`src/rtl/beq_pkg.sv`:
```
// Event byte field layout and default sizing shared by the button event queue.
package beq_pkg;

    localparam int VALID_BIT   = 7;
    localparam int OVF_BIT     = 6;
    localparam int ID_LSB      = 0;
    localparam int ID_W        = 4;
    localparam int DEF_DEPTH   = 8;
    localparam int DEF_NUM_BTN = 4;

    function automatic logic [7:0] make_evt_byte(input logic valid,
                                                 input logic ovf,
                                                 input logic [ID_W-1:0] id);
        logic [7:0] b;
        b                 = '0;
        b[VALID_BIT]      = valid;
        b[OVF_BIT]        = ovf;
        b[ID_LSB +: ID_W] = id;
        return b;
    endfunction

endpackage

```
`src/rtl/beq_fifo.sv`:
```
// Synchronous FIFO with one-cycle push/pop; a push is accepted while full only
// when a pop happens in the same cycle. Pointers carry an extra wrap bit.
module beq_fifo #(
    parameter int WIDTH = 4,
    parameter int DEPTH = 8
) (
    input  logic             clk,
    input  logic             rst_n,
    input  logic             push_i,
    input  logic [WIDTH-1:0] push_dat_i,
    input  logic             pop_i,
    output logic [WIDTH-1:0] pop_dat_o,
    output logic             full_o,
    output logic             empty_o
);
    localparam int AW = $clog2(DEPTH);

    logic [AW:0]      wr_ptr_q, wr_ptr_d, rd_ptr_q, rd_ptr_d;
    logic [WIDTH-1:0] mem_q [DEPTH];
    logic             do_push, do_pop;

    assign empty_o   = (wr_ptr_q == rd_ptr_q);
    assign full_o    = (wr_ptr_q[AW] != rd_ptr_q[AW]) &&
                       (wr_ptr_q[AW-1:0] == rd_ptr_q[AW-1:0]);
    assign do_pop    = pop_i && !empty_o;
    assign do_push   = push_i && (!full_o || do_pop);
    assign pop_dat_o = mem_q[rd_ptr_q[AW-1:0]];

    always_comb begin
        wr_ptr_d = wr_ptr_q;
        rd_ptr_d = rd_ptr_q;
        if (do_push) wr_ptr_d = wr_ptr_q + 1'b1;
        if (do_pop)  rd_ptr_d = rd_ptr_q + 1'b1;
    end

    always_ff @(posedge clk or negedge rst_n) begin
        if (!rst_n) begin
            wr_ptr_q <= '0;
            rd_ptr_q <= '0;
        end else begin
            wr_ptr_q <= wr_ptr_d;
            rd_ptr_q <= rd_ptr_d;
        end
    end

    // Storage needs no reset: entries are only visible between the pointers.
    always_ff @(posedge clk) begin
        if (do_push) mem_q[wr_ptr_q[AW-1:0]] <= push_dat_i;
    end

endmodule

```
`src/rtl/button_event_queue.sv`:
```
// Latches button press pulses as pending bits and queues IDs lowest-first; rd_req pops with a
// registered one-cycle-later byte. Sticky loss flag ovf exists only when BEQ_OVF_DETECT_EN is defined.
module button_event_queue
    import beq_pkg::*;
#(
    parameter int NUM_BTN = DEF_NUM_BTN,
    parameter int DEPTH   = DEF_DEPTH
) (
    input  logic               clk,
    input  logic               rst_n,
    input  logic [NUM_BTN-1:0] btn_evt,
    input  logic               rd_req,
    input  logic               ovf_clr,
    output logic [7:0]         rd_data,
    output logic               rd_valid,
    output logic               empty,
    output logic               full,
    output logic               ovf,
    output logic               irq
);
    logic [NUM_BTN-1:0] pending_q, pending_d, grant_mask;
    logic [ID_W-1:0]    grant_id, head_id;
    logic               grant_vld, push, pop;
    logic [7:0]         rd_data_q, rd_data_d;
    logic               rd_valid_q;

    beq_fifo #(.WIDTH(ID_W), .DEPTH(DEPTH)) u_fifo (
        .clk        (clk),
        .rst_n      (rst_n),
        .push_i     (push),
        .push_dat_i (grant_id),
        .pop_i      (pop),
        .pop_dat_o  (head_id),
        .full_o     (full),
        .empty_o    (empty)
    );

    assign pop = rd_req && !empty;

    // Lowest index wins: scan from the top so the last hit is the smallest ID.
    always_comb begin
        grant_vld = 1'b0;
        grant_id  = '0;
        for (int i = NUM_BTN - 1; i >= 0; i--) begin
            if (pending_q[i]) begin
                grant_vld = 1'b1;
                grant_id  = ID_W'(i);
            end
        end
        push       = grant_vld && (!full || pop);
        grant_mask = push ? (NUM_BTN'(1) << grant_id) : '0;
        pending_d  = (pending_q & ~grant_mask) | btn_evt;
    end

`ifdef BEQ_OVF_DETECT_EN
    logic ovf_q, ovf_d, lost;

    always_comb begin
        lost  = |(btn_evt & pending_q & ~grant_mask);
        ovf_d = lost | (ovf_q & ~ovf_clr);
    end

    always_ff @(posedge clk or negedge rst_n) begin
        if (!rst_n) ovf_q <= 1'b0;
        else        ovf_q <= ovf_d;
    end

    assign ovf = ovf_q;
`else
    logic unused_ovf_clr;
    assign unused_ovf_clr = ovf_clr;
    assign ovf            = 1'b0;
`endif

    always_comb begin
        rd_data_d = rd_data_q;
        if (rd_req) rd_data_d = make_evt_byte(!empty, ovf, empty ? '0 : head_id);
    end

    always_ff @(posedge clk or negedge rst_n) begin
        if (!rst_n) begin
            pending_q  <= '0;
            rd_data_q  <= 8'h00;
            rd_valid_q <= 1'b0;
        end else begin
            pending_q  <= pending_d;
            rd_data_q  <= rd_data_d;
            rd_valid_q <= rd_req;
        end
    end

    assign rd_data  = rd_data_q;
    assign rd_valid = rd_valid_q;
    assign irq      = !empty | ovf;

endmodule

```
`config.mk`:
```
export PLATFORM = sky130hd
export DESIGN_NAME = button_event_queue
export DESIGN_NICKNAME = d
export VERILOG_FILES = /design/src/rtl/beq_pkg.sv /design/src/rtl/beq_fifo.sv /design/src/rtl/button_event_queue.sv
export SDC_FILE = /design/constraint.sdc
export NUM_CORES = 1
export LEC_CHECK = 0
export ABC_AREA = 1
export CAP_MARGIN = 20
export CORE_MARGIN = 4
export CORE_UTILIZATION = 39
export DETAILED_ROUTE_END_ITERATION = 6
export PLACE_DENSITY = 0.56
export SKIP_CTS_REPAIR_TIMING = 1
export SKIP_LAST_GASP = 1
export SYNTH_ARGS = -nofsm -noshare
export SYNTH_HDL_FRONTEND = slang
export SYNTH_HIERARCHICAL = 1
export SYNTH_SLANG_ARGS = --single-unit
```
`constraint.sdc`:
```
create_clock -name clk -period 5.95 [get_ports clk]
set_input_delay 1.785 -clock clk [delete_from_list [all_inputs] [get_ports clk]]
set_output_delay 1.785 -clock clk [all_outputs]
set_load 0.01 [all_outputs]
```
======== After elaboration in Yosys (flattened, before gate mapping) ========
Memories as Yosys holds them, arrays and structs flattened.
Cells that the tools add are included.
cells by class
  mux-type cells .......................... 12
  equality and inequality tests ........... 3
  add/subtract/negate cells ............... 2
  shift-type cells ........................ 1
  bitwise gates (word level) .............. 3
  reduce and logical (&&, ||, !) cells .... 9
operators with widths
  kind                                             number
  two-way mux 4 bit                                4
  adder 4 x 1 -> 4 bit, second input constant      2
  two-way mux 1 bit                                6
  logical AND 1 bit                                5
  AND 4 bit                                        1
  equality test 4 bit                              1
  two-way mux 2 bit                                2
  NOT 4 bit                                        1
  bitwise OR 4 bit                                 1
  left shift 1 x 4 -> 4 bit, first input constant  1
  equality test 3 bit                              1
  zero test 1 bit                                  2
  logical OR 1 bit                                 2
  inequality test 1 bit                            1
word-level totals
  output and inout port bits .............. 13
  input bits .............................. 8
  memories ................................ 1
  memory bits (writable) .................. 32
  flip-flop bits (word level) ............. 18
  word-level logic and storage cells ...... 36
memory list
  name          words  width  read ports  clocked after memory_dff  wr ports  line            text
  u_fifo.mem_q  8      4      1           0                         1         beq_fifo.sv:19  logic [WIDTH-1:0] mem_q [DEPTH];

======== Logic depth before layout (Yosys ltp) ========
  depth in word-level cells ............... 9
  mapped depth ............................ 16
  mapped depth without buffers ............ 16

======== By module ========
The synthesis kept the hierarchy.
by module, submodules not included
  module              instances  cells each  area each (µm²)
  beq_fifo            1          171         1819.2
  button_event_queue  1          56          461.7

======== Least setup slack after synthesis ========
OpenSTA, ideal clock, no wires.
  path type ............................... reg2out
  start point ............................. reg u_fifo.rd_ptr_q[2]
  end point ............................... out irq
  data arrival time ....................... 1165 ps
  path slack .............................. 3000 ps
  cell stages (with the launch flop) ...... 6
  path buffers ............................ 1
  path through ............................ dfrtp_1 buf_2 xnor2_2 nand3_2 inv_1 inv_1
on the way
  longest elaborated chain between the ends .. 2
ends and longest elaborated chain
  element                 line                      text
  from (decl)             beq_fifo.sv:18            logic [AW:0] wr_ptr_q, wr_ptr_d, rd_ptr_q, rd_ptr_d;
  from (signal assigned)  beq_fifo.sv:42            rd_ptr_q <= rd_ptr_d;
  equality test 4 bit     beq_fifo.sv:22            assign empty_o = (wr_ptr_q == rd_ptr_q);
  via empty               button_event_queue.sv:16  output logic empty,
  zero test 1 bit         button_event_queue.sv:94  assign irq = !empty | ovf;
  to (decl)               button_event_queue.sv:19  output logic irq
The timed path passes the listed nets, and every way through them passes these cells.

======== Worst setup path after layout ========
  start point ............................. reg u_fifo.rd_ptr_q[0]
  end point ............................... out empty
on the way
  longest elaborated chain between the ends .. 1
ends and longest elaborated chain
  element              line
  equality test 4 bit  beq_fifo.sv:22
  to (decl)            button_event_queue.sv:16
Every way passes these cells.

==> metrics <==
final wirelength=4052 µm; setup ws final=~1.5 ns; CTS Buf Count=5; setup violators final=0; VDD IR-drop max=207.1 µV; Worst Clk Skew=0.006152 ns; Worst Hold Margin=between 0.5 and 0.6 ns; cell count after synthesis=227; Synth Warn #=6; power density cells=494.3 nW/µm²; hpwl dp=between 2000 and 3000 µm; # rows=27; Primary FF master, synth=edfxtp_1; Overall Global Routing Usage=between 10% and 20%; Design Power=0.001294 W; CTS H-Tree Depth=2; Cell variety after synth=25; Leak=1.127 nW; layout cells sized above 1=between 7 and 8%; WP data arrival=2.66 ns; Fin. Hold Viols=0; Die W=84.48 µm; Peak Freq=0.2251 GHz; # DRC=0; Filler Cells Inserted=534; RSZ-0062 raised after global routing=no; Synth Cell Area=between 2000 and 2500 µm²; hold crit path type=reg2reg; Slew Limit Fails=0; initial DRC count=65; GPL Wtd Cong=~0.83; Avg Cell Area, Syn=10.05 µm²; initial antenna violation count=0; most frequent cell after synthesis=nand2_1; Vias=1,489; CP Max Fanout=21; PortBufs=15; final worst-path cycle share=74.66%; worst slack at placement=1.804 ns; largest net degree at the start of global routing=22; setup TNS=0 ns; die area=roughly 7000 µm²; Root Driver=clkbuf_8; main area contributors after synthesis=edfxtp_1, dfrtp_1, nand2_1, nor2_1, o21ai_0; ys async rst share=36.00%; top cells by count, synth=nand2_1, edfxtp_1, nor2_1, inv_1, o21ai_0; Pre-antenna DRT Iters=4; Initial Utilization=between 40% and 50%; Diodes inserted=0; headroom to the max-slew limit=41.62%; Critical Path Start Type=flop; number of synthesized register bits=50; Clock Tree Buf Depth=2; TritonCTS clock tree=built; die height=84.48 µm; clk_lat worst skew=0.29 ns; global-route wire length before repair=6727 µm; total clock sinks=50; Seq/Total Area, Yosys=61.88%; number of synthesized flops with an enable pin=32; Worst-Margin Slew=0.8691 ns; GR Overflow Total=0; WL per Instance=around 12 µm; number of max-cap violations=0; clk slew on worst S/H paths=around 0.090 ns; Nets=268; Yosys top cell area share=42.13%; cell taking the most area after synthesis=edfxtp_1; kind of critical path=reg2out; DR vias/cell=4.498; post-layout util=46.98%; DRT antenna net count=0; status=completed; Top Ports=21; Area Growth Syn to Fin=14.81%; Critical Path RT=between 4 and 5 ns; number of global-route vias before repair=roughly 1,400; core area=5574 µm²; crit path capture type=output port; Final min period=around 4.4 ns
-- cell usage in the layout (no fill, tap or decap), types with 2 or more instances in the layout --
cell type	count
xnor2_1	2
clkbuf_8	5
nand2_4	2
nor2_1	29
o21ai_0	21
ha_1	2
o22ai_1	8
nand3_1	10
edfxtp_1	32
inv_1	23
nand3_2	2
dfrtp_1	18
xor2_1	2
clkdlybuf4s50_1	15
nand2_1	53
conb_1	20
nand2_2	4
-- per-stage QoR --
step	cell area [µm²]	instances
after global placement	2532	323
final	2619	331
after CTS	2619	331
after detailed placement	2532	323
after floorplan	2352	246
after global routing	2619	331
-- path summary, 6_finish.rpt --
kind / endpoint / slack [ns] / cells past startpoint / start
worst max-delay path: empty / 1.51 / 7 / u_fifo/rd_ptr_q[0]$_DFFE_PN0P_
worst min-delay path: pending_q[3]$_DFF_PN0_ / 0.51 / 2 / pending_q[3]$_DFF_PN0_
worst max register to register: u_fifo/mem_q[2][0]$_DFFE_PP_ / 2.85 / 13 / u_fifo/rd_ptr_q[0]$_DFFE_PN0P_
worst min register to register: pending_q[3]$_DFF_PN0_ / 0.51 / 2 / pending_q[3]$_DFF_PN0_
max in group asynchronous: u_fifo/wr_ptr_q[0]$_DFFE_PN0P_ / 3.50 / 1 / rst_n
min in group asynchronous: u_fifo/rd_ptr_q[3]$_DFFE_PN0P_ / 1.95 / 1 / rst_n
-- flip-flops by register name, indices dropped and copies added (netlist names) --
name             cells
rd_data              5
u_fifo/wr_ptr_q      4
pending_q            4
rd_valid             1
u_fifo/mem_q        32
u_fifo/rd_ptr_q      4
-- cell families (layout without fill, tap and decap cells) --
logic type	count (synthesis)	in the layout	synth area share (%)
AO/OA/AOI/OAI	32	32	7.735
flip-flops	50	50	61.88
other	1	20	0.1644
buffers and inverters	34	47	6.582
XOR/XNOR	5	5	2.250
AND/OR/NAND/NOR	103	103	20.30
adder cells (fa/ha/maj)	2	2	1.097
-- layer usage --
metal / wire length, µm / share of wire (%) / GRT usage [%]
met1: 2009 / 50 / 16.90
met2: 1850 / 46 / 18.44
met3: 140 / 3.5 / 3.337
met4: 51 / 1.3 / 3.885
met5: 0 / 0 / 0
-- report_power, final --
group / leakage (nW) / switching [W] / internal [W]
sequential: 0.507 / 0.0000934 / 0.000493
clock: 0.0452 / 0.000108 / 0.0000831
combinational: 0.574 / 0.000320 / 0.000198
-- critical path, stage by stage, from the launching register on --
cell and delay [ns]:
dfrtp_1 0.74, inv_1 0.44, nand2_1 0.15, nand2_1 0.09, nor2_4 0.14, nand3_2 0.16, inv_1 0.11, clkdlybuf4s50_1 0.54
-- area by class of cell --
class                      count  area [µm²]  share of cell area (%)
timing repair buffer          15       150.1                   5.733
clock inverter                 2       13.76                  0.5256
clock buffer                   6       72.57                   2.771
multi-input combinational    162       790.8                   30.20
tap                           72       90.09                   3.440
inverter                      24       90.09                   3.440
sequential                    50        1411                   53.89
Power figures use the tool's default switching activity.
